[src/rtl/bit_blender_audio_pkg.sv]
// Shared types and constants for the per-voice audio sample path.
package bit_blender_audio_pkg;

  typedef logic signed [15:0] sample_t;

  typedef enum logic [2:0] {
    IDLE,
    ISSUE,
    WAIT,
    SCALE,
    HOLD
  } fetch_state_t;

  localparam int unsigned SAMPLE_SHIFT = 8;
  localparam logic [15:0] INDEX_NONE   = 16'hFFFF;

endpackage

[src/rtl/sample_scaler.sv]
// Registered signed x unsigned multiply followed by an arithmetic right shift.
module sample_scaler #(
  parameter int unsigned DATA_W = 16,
  parameter int unsigned GAIN_W = 8,
  parameter int unsigned SHIFT  = 8
) (
  input  logic                     clk,
  input  logic                     rst_n,
  input  logic                     en,
  input  logic                     clr,
  input  logic signed [DATA_W-1:0] data,
  input  logic        [GAIN_W-1:0] gain,
  output logic signed [DATA_W-1:0] result
);

  localparam int unsigned ProdW = DATA_W + GAIN_W + 1;

  logic signed [ProdW-1:0] data_ext;
  logic signed [ProdW-1:0] gain_ext;
  logic signed [ProdW-1:0] product;

  // Gain is zero-extended so it always multiplies as a non-negative value.
  always_comb begin
    data_ext = ProdW'(data);
    gain_ext = $signed(ProdW'(gain));
    product  = data_ext * gain_ext;
  end

  always_ff @(posedge clk or negedge rst_n) begin
    if (!rst_n) begin
      result <= '0;
    end else if (clr) begin
      result <= '0;
    end else if (en) begin
      result <= DATA_W'(product >>> SHIFT);
    end
  end

endmodule

[src/rtl/wave_sample_fetch.sv]
// Per-voice wavetable fetch: index -> BRAM read -> volume scale -> valid/ready stream.
// Optional fade-in ramp enabled by defining SAMPLE_FETCH_FADE_EN.
module wave_sample_fetch
  import bit_blender_audio_pkg::*;
#(
  parameter int unsigned RAM_LATENCY = 2,
  parameter int unsigned ADDR_W      = 16,
  parameter int unsigned GAIN_W      = 8
) (
  input  logic              clk_in,
  input  logic              rst_n_in,
  input  logic              is_on_in,
  input  logic [15:0]       sample_index_in,
  input  logic [ADDR_W-1:0] wave_base_in,
  input  logic [GAIN_W-1:0] volume_in,
  output logic [ADDR_W-1:0] addr_out,
  output logic              rd_en_out,
  input  logic [15:0]       rd_data_in,
  output logic [15:0]       sample_out,
  output logic              sample_valid_out,
  input  logic              sample_ready_in
);

  fetch_state_t state;
  logic         pending;
  logic [15:0]  pend_index;
  logic [15:0]  last_index;
  logic         is_on_q;
  logic [2:0]   wait_cnt;
  sample_t      rd_data_q;
  sample_t      scaled;
  logic [GAIN_W-1:0] gain;

  logic        trigger;
  logic        issue;
  logic        scale_en;
  logic        scale_clr;
  logic [15:0] issue_index;

  // A fresh trigger may be issued in the same cycle it is seen, so the
  // pending slot only holds indices that arrive while the datapath is busy.
  always_comb begin
    trigger     = is_on_in && (!is_on_q || (sample_index_in != last_index));
    issue       = (pending || trigger) &&
                  ((state == IDLE) || ((state == HOLD) && sample_ready_in));
    issue_index = trigger ? sample_index_in : pend_index;
    scale_en    = (state == SCALE);
    scale_clr   = !is_on_in;
  end

  always_ff @(posedge clk_in or negedge rst_n_in) begin
    if (!rst_n_in) begin
      state            <= IDLE;
      pending          <= 1'b0;
      pend_index       <= '0;
      last_index       <= INDEX_NONE;
      is_on_q          <= 1'b0;
      wait_cnt         <= '0;
      rd_data_q        <= '0;
      addr_out         <= '0;
      rd_en_out        <= 1'b0;
      sample_valid_out <= 1'b0;
    end else begin
      is_on_q <= is_on_in;
      if (!is_on_in) begin
        // Voice off: drop any in-flight read and forget the last index.
        state            <= IDLE;
        pending          <= 1'b0;
        last_index       <= INDEX_NONE;
        rd_en_out        <= 1'b0;
        sample_valid_out <= 1'b0;
      end else begin
        rd_en_out <= 1'b0;
        if (trigger) begin
          last_index <= sample_index_in;
          pend_index <= sample_index_in;
        end
        if (issue) begin
          pending   <= 1'b0;
          addr_out  <= wave_base_in + ADDR_W'(issue_index);
          rd_en_out <= 1'b1;
        end else if (trigger) begin
          pending <= 1'b1;
        end

        unique case (state)
          IDLE: begin
            if (issue) state <= ISSUE;
          end
          ISSUE: begin
            wait_cnt <= '0;
            state    <= WAIT;
          end
          WAIT: begin
            if (wait_cnt == 3'(RAM_LATENCY - 1)) begin
              rd_data_q <= rd_data_in;
              state     <= SCALE;
            end else begin
              wait_cnt <= wait_cnt + 3'd1;
            end
          end
          SCALE: begin
            sample_valid_out <= 1'b1;
            state            <= HOLD;
          end
          HOLD: begin
            if (sample_ready_in) begin
              sample_valid_out <= 1'b0;
              state            <= issue ? ISSUE : IDLE;
            end
          end
          default: state <= IDLE;
        endcase
      end
    end
  end

`ifdef SAMPLE_FETCH_FADE_EN
  logic [7:0] ramp;
  logic       handshake;

  assign handshake = sample_valid_out && sample_ready_in;

  always_ff @(posedge clk_in or negedge rst_n_in) begin
    if (!rst_n_in) begin
      ramp <= '0;
    end else if (is_on_in && !is_on_q) begin
      ramp <= '0;
    end else if (handshake && (ramp != 8'hFF)) begin
      ramp <= ramp + 8'd1;
    end
  end

  assign gain = (GAIN_W'(ramp) < volume_in) ? GAIN_W'(ramp) : volume_in;
`else
  assign gain = volume_in;
`endif

  sample_scaler #(
    .DATA_W(16),
    .GAIN_W(GAIN_W),
    .SHIFT (SAMPLE_SHIFT)
  ) u_scaler (
    .clk   (clk_in),
    .rst_n (rst_n_in),
    .en    (scale_en),
    .clr   (scale_clr),
    .data  (rd_data_q),
    .gain  (gain),
    .result(scaled)
  );

  assign sample_out = scaled;

endmodule

[config.mk]
export PLATFORM = sky130hd
export DESIGN_NAME = wave_sample_fetch
export DESIGN_NICKNAME = d
export VERILOG_FILES = /design/src/rtl/bit_blender_audio_pkg.sv /design/src/rtl/sample_scaler.sv /design/src/rtl/wave_sample_fetch.sv
export SDC_FILE = /design/constraint.sdc
export NUM_CORES = 1
export LEC_CHECK = 0
export ABC_AREA = 1
export BUFFER_PORTS_ARGS = -buffer_cell sky130_fd_sc_hd__buf_4
export CAP_MARGIN = 10
export CORE_UTILIZATION = 45
export DETAILED_ROUTE_END_ITERATION = 8
export PLACE_DENSITY = 0.72
export SLEW_MARGIN = 20
export SYNTH_ARGS = -nofsm -noshare
export SYNTH_HDL_FRONTEND = slang
export SYNTH_HIERARCHICAL = 1
export SYNTH_SLANG_ARGS = --single-unit
export TNS_END_PERCENT = 5
[constraint.sdc]
create_clock -name clk_in -period 5.1 [get_ports clk_in]
set_input_delay 0.51 -clock clk_in [delete_from_list [all_inputs] [get_ports clk_in]]
set_output_delay 0.51 -clock clk_in [all_outputs]
set_load 0.02 [all_outputs]
==> results.json <==
{
  "numCtsBuffers": 9,
  "num_rows": 52,
  "cts_sinks": 90,
  "async_flop_share_pct": 100,
  "crit_required_ns": 5.34,
  "cts_tree": "built",
  "syn_inst": 1224,
  "grt-busiest-layer": "met2",
  "ys.flop_type": "dfrtp_1",
  "syn-mean-instance-area_sq_um": 7.74,
  "hpwl_mm": 16.9,
  "mostFrequentLayoutCell": "nand2_1",
  "seq_area_frac_synth_pct": 24.0,
  "drt_wl_total_mm": 21.0,
  "ctsResizeCount": 0,
  "antenna_found_initial": 0,
  "slew_viol_final": 0,
  "setup-tns-final_ns": 0,
  "r2r_slack_ns": 0.51,
  "hp-class": "in2async",
  "synth_cell_types": 44,
  "syn_nets": 1445,
  "drive_gt1_share_pct": 15.4,
  "grt_pass1_vias": 7786,
  "port_buffers": 93,
  "rsz0062_at_grt": "false",
  "insertion_delay_ns": 0.36,
  "yosys.area.top_type": "fa_1",
  "synth_warnings": 6,
  "die_y_um": 147,
  "grt_overflow_total": 0,
  "path_clk_slew_ns": 0.07,
  "cts_buffer_depth": 2,
  "ctsHoldBuffers": 0,
  "final_cell_mix": "nand2_1 (334), inv_1 (298), fa_1 (100)",
  "core_sq_um": 20400,
  "drt_iter0_drc": 386,
  "cp.arrival_ns": 4.83,
  "start_util_pct": 46.4,
  "fill_cells": 1964,
  "vias_per_cell": 4.82,
  "antennaDiodeCount": 0,
  "grt_max_degree": 55,
  "ys_top_cells_by_area": "fa_1 (21%), dfrtp_1 (20%), nand2_1 (13%), inv_1 (12%), ha_1 (8.1%)",
  "ant_nets": 0,
  "nets": 1510,
  "hold_violations": 0,
  "io_pins": 94,
  "design.die.area_sq_um": 21600,
  "multiInputGateArea_sq_um": 5840,
  "post_drt_wl_per_cell_um": 13.5,
  "period_minus_slack_ns": 4.59,
  "crit_type": "reg2reg",
  "use_met3_pct": 2.92,
  "routabilityCongestion": 0.885,
  "syn2layout_area_growth_pct": 12.4,
  "grt_usage_pct": 21.0,
  "seq_area_sq_um": 2270,
  "grtUsageMet2_pct": 39.0,
  "netlist_area_sq_um": 9470,
  "max_slew.worst_pin.slew_ns": 0.794,
  "die_x_um": 147,
  "fin_crit_sh_pct": 90.0,
  "outcome": "finished clean",
  "fmax_mhz": 218,
  "critPathLaunchType": "flop",
  "clock_skew_ns": 0.0165,
  "setup_viol": 0,
  "max-slew-margin-rel_pct": 47.0,
  "clockRootBuffer": "clkbuf_16",
  "grt_pass1_wl_mm": 36.1,
  "ys_ff_latch": 90,
  "grt.met1_usage_pct": 25.2,
  "num_vias": 7534,
  "cts_setup_buffers": 0,
  "dr.pass1.iters": 5,
  "drv_cap": 0,
  "route.detailed.drc": 0,
  "synth_top_area_share_pct": 21.1,
  "ctsHtreeMaxLevel": 3,
  "path_max_fanout": 9,
  "synth_edf_count": 0,
  "endpoint_kind": "flop"
}
[area by class of cell]
cell class	count	share of cell area, %
multi-input combinational	784	54.9
sequential	90	21.4
timing repair buffer	95	6.70
clock inverter	7	0.870
clock buffer	9	2.12
tap	270	3.17
inverter	309	10.9
[Yosys cell counts, types with 14 or more instances]
library cell	number
a21oi_1	35
fa_1	100
inv_1	298
dfstp_2	16
clkbuf_1	32
nand2_1	334
ha_1	61
nand3_1	38
nor2_1	54
o21ai_1	14
dfrtp_1	74
o21ai_0	23
[worst paths after layout]
| path | startpoint | to | cells past startpoint |
|---|---|---|---|
| hold reg to reg | u_scaler/result[11] | u_scaler/result[11] | 2 |
| setup / recovery | rd_data_q[15] | u_scaler/result[14] | 20 |
| max in group asynchronous | rst_n_in | last_index[4] | 2 |
| hold / removal | rst_n_in | rd_data_q[9] | 1 |
| setup reg to reg | rd_data_q[15] | u_scaler/result[14] | 20 |
| min in group clk_in | sample_ready_in | sample_valid_out | 2 |
[per-stage QoR]
| stage | area [sq um] | hold slack (ns) | cells | utilization, % | worst slack [ns] |
|---|---|---|---|---|---|
| after floorplan | 9470 | 0.214 | 1224 | - | 0.555 |
| after global placement | 10300 | 0.473 | 1548 | 50.5 | 0.315 |
| after detailed placement | 10300 | 0.468 | 1548 | 50.5 | 0.308 |
| after CTS | 10600 | 0.247 | 1564 | 52.1 | 0.465 |
| after global routing | 10600 | 0.279 | 1564 | 52.1 | 0.218 |
| final | 10600 | 0.220 | 1564 | 52.1 | 0.511 |
[flip-flops by register name, summed over array words and instances, names as in the netlist]
register and flops:
last_index 16, pending 1, u_scaler/result 16, sample_valid_out 1, pend_index 16, addr_out 16, state 3, wait_cnt 3
rd_en_out 1, is_on_q 1, rd_data_q 16
[layer usage]
metal  vias to the layer above  share of wire (%)
li1                       3743                  -
met4                         0                2.0
met2                       153                 51
met1                      3608                 43
met5                         -                  0
met3                        30                4.0
[logic make-up (layout without fill, tap and decap cells)]
group / count (synthesis) / after routing / synth area share (%)
simple gates: 482 / 482 / 22.1
buf+inv: 350 / 420 / 14.4
fa+ha+maj: 161 / 161 / 29.2
compound gates: 102 / 102 / 6.32
flops: 90 / 90 / 24.0
xor+xnor: 23 / 23 / 2.13
mux: 16 / 16 / 1.90
[critical path: stages, from the launching register on]
cell and delay, ns:
dfrtp_1 0.48, nand2_1 0.15, inv_1 0.09, fa_1 0.49, inv_1 0.15, fa_1 0.56, inv_1 0.05, fa_1 0.49
inv_1 0.06, fa_1 0.53, inv_1 0.04, ha_1 0.39, nand2_1 0.11, inv_1 0.08, nand3_1 0.09, nor3_1 0.22
nand4_1 0.20, nand3_1 0.13, nand2_1 0.05, nand3_1 0.06, nand2_1 0.05
Power is left out: the tool's default activity adds up to more than one toggle a clock period on the data nets, which glitch-free logic cannot reach.
